**src/rtl/century_clock_pkg.sv**
```systemverilog
// Shared types and helpers for the button conditioner and its channels.
// Latency: n/a (types and constant functions only).
// Backpressure: n/a.
package century_clock_pkg;

    typedef enum logic [1:0] {
        ST_IDLE   = 2'd0,
        ST_HOLD   = 2'd1,
        ST_REPEAT = 2'd2
    } btn_state_e;

    function automatic int max3(input int a, input int b, input int c);
        int m;
        m = (a > b) ? a : b;
        return (m > c) ? m : c;
    endfunction

endpackage

```
**src/rtl/btn_channel.sv**
```systemverilog
// One button: 2-flop sync, debouncer, press/auto-repeat FSM (repeat only with BTN_AUTO_REPEAT_EN).
// Latency: combinational pulse DEBOUNCE_CYCLES+1 edges after the first sync flop captures a press.
// Backpressure: none; the pulse is a one-cycle strobe.
module btn_channel
    import century_clock_pkg::*;
#(
    parameter int DEBOUNCE_CYCLES = 500000,
    parameter int REPEAT_DELAY    = 25000000,
    parameter int REPEAT_PERIOD   = 5000000
) (
    input  logic clk,
    input  logic rst,
    input  logic raw_in,
    output logic level,
    output logic pulse
);

    localparam int CNT_W = $clog2(max3(DEBOUNCE_CYCLES, REPEAT_DELAY, REPEAT_PERIOD)) + 1;

    logic             sync1_q, sync1_d;
    logic             sync2_q, sync2_d;
    logic             level_q, level_d;
    logic [CNT_W-1:0] deb_cnt_q, deb_cnt_d;
    btn_state_e       state_q, state_d;
`ifdef BTN_AUTO_REPEAT_EN
    logic [CNT_W-1:0] hold_cnt_q, hold_cnt_d;
`endif

    always_comb begin
        sync1_d   = raw_in;
        sync2_d   = sync1_q;
        level_d   = level_q;
        deb_cnt_d = '0;
        if (sync2_q != level_q) begin
            if (deb_cnt_q == CNT_W'(DEBOUNCE_CYCLES - 1)) begin
                level_d = ~level_q;
            end else begin
                deb_cnt_d = deb_cnt_q + 1'b1;
            end
        end
    end

    // The FSM only sits in IDLE while the level is low, so a high level there is a fresh rise.
    always_comb begin
        state_d = state_q;
        pulse   = 1'b0;
`ifdef BTN_AUTO_REPEAT_EN
        hold_cnt_d = hold_cnt_q;
`endif
        case (state_q)
            ST_IDLE: begin
                if (level_q) begin
                    pulse   = 1'b1;
                    state_d = ST_HOLD;
`ifdef BTN_AUTO_REPEAT_EN
                    hold_cnt_d = '0;
`endif
                end
            end
            ST_HOLD: begin
                if (!level_q) begin
                    state_d = ST_IDLE;
                end
`ifdef BTN_AUTO_REPEAT_EN
                else if (hold_cnt_q == CNT_W'(REPEAT_DELAY - 1)) begin
                    pulse      = 1'b1;
                    hold_cnt_d = '0;
                    state_d    = ST_REPEAT;
                end else begin
                    hold_cnt_d = hold_cnt_q + 1'b1;
                end
`endif
            end
`ifdef BTN_AUTO_REPEAT_EN
            ST_REPEAT: begin
                if (!level_q) begin
                    state_d = ST_IDLE;
                end else if (hold_cnt_q == CNT_W'(REPEAT_PERIOD - 1)) begin
                    pulse      = 1'b1;
                    hold_cnt_d = '0;
                end else begin
                    hold_cnt_d = hold_cnt_q + 1'b1;
                end
            end
`endif
            default: state_d = ST_IDLE;
        endcase
    end

    always_ff @(posedge clk) begin
        if (rst) begin
            sync1_q   <= 1'b0;
            sync2_q   <= 1'b0;
            level_q   <= 1'b0;
            deb_cnt_q <= '0;
            state_q   <= ST_IDLE;
`ifdef BTN_AUTO_REPEAT_EN
            hold_cnt_q <= '0;
`endif
        end else begin
            sync1_q   <= sync1_d;
            sync2_q   <= sync2_d;
            level_q   <= level_d;
            deb_cnt_q <= deb_cnt_d;
            state_q   <= state_d;
`ifdef BTN_AUTO_REPEAT_EN
            hold_cnt_q <= hold_cnt_d;
`endif
        end
    end

    assign level = level_q;

endmodule

```
**src/rtl/btn_conditioner.sv**
```systemverilog
// Up/down button conditioner with mutual exclusion; auto-repeat enabled by BTN_AUTO_REPEAT_EN.
// Latency: registered pulse DEBOUNCE_CYCLES+2 edges after raw capture.
// Backpressure: none; up/down are one-cycle strobes.
module btn_conditioner
    import century_clock_pkg::*;
#(
    parameter int DEBOUNCE_CYCLES = 500000,
    parameter int REPEAT_DELAY    = 25000000,
    parameter int REPEAT_PERIOD   = 5000000
) (
    input  logic clk,
    input  logic rst,
    input  logic btn_up_raw,
    input  logic btn_down_raw,
    output logic up,
    output logic down
);

    logic up_level, up_pulse;
    logic down_level, down_pulse;
    logic up_q, up_d;
    logic down_q, down_d;

    btn_channel #(
        .DEBOUNCE_CYCLES (DEBOUNCE_CYCLES),
        .REPEAT_DELAY    (REPEAT_DELAY),
        .REPEAT_PERIOD   (REPEAT_PERIOD)
    ) u_up (
        .clk    (clk),
        .rst    (rst),
        .raw_in (btn_up_raw),
        .level  (up_level),
        .pulse  (up_pulse)
    );

    btn_channel #(
        .DEBOUNCE_CYCLES (DEBOUNCE_CYCLES),
        .REPEAT_DELAY    (REPEAT_DELAY),
        .REPEAT_PERIOD   (REPEAT_PERIOD)
    ) u_down (
        .clk    (clk),
        .rst    (rst),
        .raw_in (btn_down_raw),
        .level  (down_level),
        .pulse  (down_pulse)
    );

    // A pulse only occurs while its own level is high, so masking by the other level excludes both.
    always_comb begin
        up_d   = up_pulse & ~down_level;
        down_d = down_pulse & ~up_level;
    end

    always_ff @(posedge clk) begin
        if (rst) begin
            up_q   <= 1'b0;
            down_q <= 1'b0;
        end else begin
            up_q   <= up_d;
            down_q <= down_d;
        end
    end

    assign up   = up_q;
    assign down = down_q;

endmodule

```
**config.mk**
```make
export PLATFORM = sky130hd
export DESIGN_NAME = btn_conditioner
export DESIGN_NICKNAME = d
export VERILOG_FILES = /design/src/rtl/century_clock_pkg.sv /design/src/rtl/btn_channel.sv /design/src/rtl/btn_conditioner.sv
export SDC_FILE = /design/constraint.sdc
export NUM_CORES = 1
export LEC_CHECK = 0
export ABC_AREA = 1
export BUFFER_PORTS_ARGS = -buffer_cell sky130_fd_sc_hd__buf_2
export CAP_MARGIN = 20
export CORE_MARGIN = 2
export CORE_UTILIZATION = 45
export CTS_BUF_LIST = sky130_fd_sc_hd__clkbuf_8 sky130_fd_sc_hd__clkbuf_16
export DETAILED_ROUTE_END_ITERATION = 8
export HOLD_SLACK_MARGIN = 0.12
export SYNTH_ARGS = -nofsm -noshare
export SYNTH_HDL_FRONTEND = slang
export SYNTH_SLANG_ARGS = --single-unit
```
**constraint.sdc**
```tcl
create_clock -name clk -period 1.4 [get_ports clk]
set_clock_uncertainty 0.1 [all_clocks]
set_input_delay 0.14 -clock clk [delete_from_list [all_inputs] [get_ports clk]]
set_output_delay 0.14 -clock clk [all_outputs]
set_load 0.02 [all_outputs]
```
==> results.sh <==
export IMPL_dpl_cell_area_um2=3940
export IMPL_netlist_top_cells_area="dfxtp_1 37%, nand2_1 15%, nor2_1 14%"
export IMPL_antenna_left=0
export IMPL_syn_nets=519
export IMPL_reg2reg_depth=9
export IMPL_track_usage_pct=21.6
export IMPL_r2r_end="u_up.deb_cnt_q[3]"
export IMPL_fillCellCount=593
export IMPL_fin_crit_ns=1.50
export IMPL_hold_viol=0
export IMPL_path_class="register to register"
export IMPL_grt_pass1_vias=3280
export IMPL_hp_start="rst"
export IMPL_path_max_fanout=7
export IMPL_synth_warnings=0
export IMPL_wire_per_inst_um=12.8
export IMPL_worst_slew_pin_transition_ns=0.258
export IMPL_dp_cells=671
export IMPL_finalSetupViolCount=43
export IMPL_top_usage_layer="met2"
export IMPL_syn_cell_area_um2=3310
export IMPL_cp_startpoint="u_up.deb_cnt_q[1]"
export IMPL_arrival_ns=1.64
export IMPL_multi_input_area_um2=2350
export IMPL_routed_via_density=4.88
export IMPL_drc=0
export IMPL_synth_top_cell_by_area="dfxtp_1"
export IMPL_cts_sinks=62
export IMPL_drtPass1Iterations=4
export IMPL_cap_violations=0
export IMPL_gr_usage_met1_pct=25.8
export IMPL_die_w_um=89.8
export IMPL_hold_path_class="primary input to register"
export IMPL_antenna_found_initial=0
export IMPL_initial_core_util_pct=46.2
export IMPL_hold_depth=5
export IMPL_final_cell_area_um2=4900
export IMPL_register_area_um2=1290
export IMPL_met2_usage_pct=38.6
export IMPL_htreeDepth=3
export IMPL_synth_cells=511
export IMPL_portBuffers=5
export IMPL_clock_latency_ns=0.34
export IMPL_grt_max_degree=20
export IMPL_first_iter_violations=157
export IMPL_vias=3421
export IMPL_worst_ep_required_time_ns=1.54
export IMPL_cts_buffers=9
export IMPL_grt_pass1_wl_um=14400
export IMPL_critPathCaptureType="register"
export IMPL_ctsLongestPathBuffers=2
export IMPL_fp_dieH_um=89.8
export IMPL_slew_violations=0
export IMPL_ir_drop_mv=0.556
export IMPL_area_delta_synth_final_pct=47.9
export IMPL_min_to="u_down.deb_cnt_q[23]"
export IMPL_cp_start_kind="register"
export IMPL_yosysSeqAreaShare_pct=37.5
export IMPL_final_common_cell="nand2_1"
export IMPL_drt_wl_total_um=8980
export IMPL_power_density_nw_per_um2=750
export IMPL_antenna_cells=0
export IMPL_cts_tree="yes"
export IMPL_ys_ff_latch=62
export IMPL_outcome="complete, but fails checks"
export IMPL_nets=605
export IMPL_final_cells=701
export IMPL_setup_ws_ns=-0.0980
export IMPL_cts_root_buf="clkbuf_8"
export IMPL_core_um2=7180
export IMPL_die_area_um2=8060
export IMPL_gp_congestion=0.854
export IMPL_finalPower_uw=3670
export IMPL_rr_startpoint="u_up.deb_cnt_q[1]"
export IMPL_avgSynthCellArea_um2=6.48
export IMPL_drive_gt1_share_pct=41.5
export IMPL_violations="negative setup slack"
export IMPL_overflow=0
export IMPL_rsz0062_at_grt="yes"
export IMPL_pre_cts_ws_ns=-0.135
export IMPL_ioPinCount=6
export IMPL_max_clock_freq_mhz=668
export IMPL_path_clk_slew_ns=0.07
export IMPL_fin_crit_sh_pct=107
export IMPL_grt_use_met3_pct=4.61
export IMPL_rrSetupSlack_ns=-0.1
export IMPL_max_slew_margin_rel_pct=82.6
export IMPL_num_rows=31
export IMPL_yosys_area_top_type_share_pct=37.5
export IMPL_dp_hpwl_um=6000
export IMPL_final_cell_mix="117 x nand2_1, 74 x nor2_1, 56 x buf_4"
export IMPL_p_leak_uw=0.00161
export IMPL_synth_cell_types=26
==> through the flow <==
stage,setup TNS (ns),utilization (%),hold WS [ns]
after detailed placement,-2.88,54.8,0.249
after floorplan,-0.626,-,0.147
after global placement,-2.10,54.8,0.243
after CTS,-2.00,60.1,0.219
final,-2.51,68.2,0.208
after global routing,-6.42,68.2,0.217
==> final cells by class <==
| type | count | area share, % |
|---|---|---|
| clock buffer | 10 | 2.81 |
| clock inverter | 6 | 1.58 |
| inverter | 52 | 4.04 |
| multi-input combinational | 392 | 48.0 |
| sequential | 62 | 26.3 |
| tap | 99 | 2.53 |
| timing repair buffer | 80 | 14.7 |
==> power breakdown <==
group	switching, uW	leakage (uW)	internal (uW)
clock	712	0.000119	1030
combinational	65.7	0.000976	70.3
sequential	14.2	0.000516	1780
==> worst max-delay path: stages, from the launching register on <==
cell and delay, ns:
dfxtp_2 0.35, ha_4 0.16, nand2_4 0.05, nor2_4 0.14
nand3_2 0.10, nor2_4 0.11, nand2_2 0.07, nand2_4 0.11
clkbuf_16 0.17, a21oi_1 0.04
==> cell usage after synthesis <==
library cell / count
nand2_2: 4
xor2_1: 7
clkbuf_1: 1
buf_6: 1
inv_1: 52
or2_0: 4
or2_2: 1
dfxtp_1: 62
buf_12: 1
nand3_1: 38
buf_4: 2
o21ai_0: 3
nand2_4: 1
nand2_1: 134
nor2_4: 2
nand4_1: 3
a21oi_1: 28
xnor2_1: 15
ha_1: 4
nor2_1: 123
nand3b_1: 3
nor2_2: 18
nor3_1: 1
o21bai_1: 1
and2_1: 1
nand3_2: 1
==> logic make-up after synthesis <==
kind of cell               after synthesis  synth area share (%)
and+or+nand+nor                        334                  42.9
xor gates and xnor gates                22                  5.82
DFF                                     62                  37.5
AOI/OAI and AO/OA                       32                  4.91
buffers and inverters                   57                  7.40
adders and majority gates                4                  1.51
==> sequential cells by signal, indices dropped and copies added (netlist names) <==
register and cells:
u_down.level 1, u_down.sync1_q 1, u_up.state_q 1, u_down.state_q 1, u_down.deb_cnt_q 26, u_down.sync2_q 1
down 1, up 1, u_up.sync1_q 1, u_up.level 1, u_up.deb_cnt_q 26, u_up.sync2_q 1
==> how the worst max path moves through the flow <==
| stage | endpoint | depth (start not counted) |
|---|---|---|
| after detailed placement | u_down.deb_cnt_q[18] | 8 |
| final | u_up.deb_cnt_q[3] | 9 |
| after global placement | u_down.deb_cnt_q[18] | 8 |
| after CTS | u_up.deb_cnt_q[11] | 9 |
| after floorplan | u_up.deb_cnt_q[2] | 9 |
| after global routing | u_up.deb_cnt_q[14] | 9 |
==> metal layers <==
metal,share of wire (%),vias up
met5,0,-
met2,52,39
li1,-,1757
met3,2.4,25
met4,3.1,0
met1,42,1600
==> timing repair <==
item / CTS / global route
setup endpoints to repair: 52 / 53
buffers inserted: 1 / 4
hold buffers: 6 / 0
gates resized for setup: 28 / 144
cloned: 0 / 4
pin swaps: 5 / 37
hold endpoints to repair: 10 / 0
No activity file was read; power rests on OpenSTA's default activity.
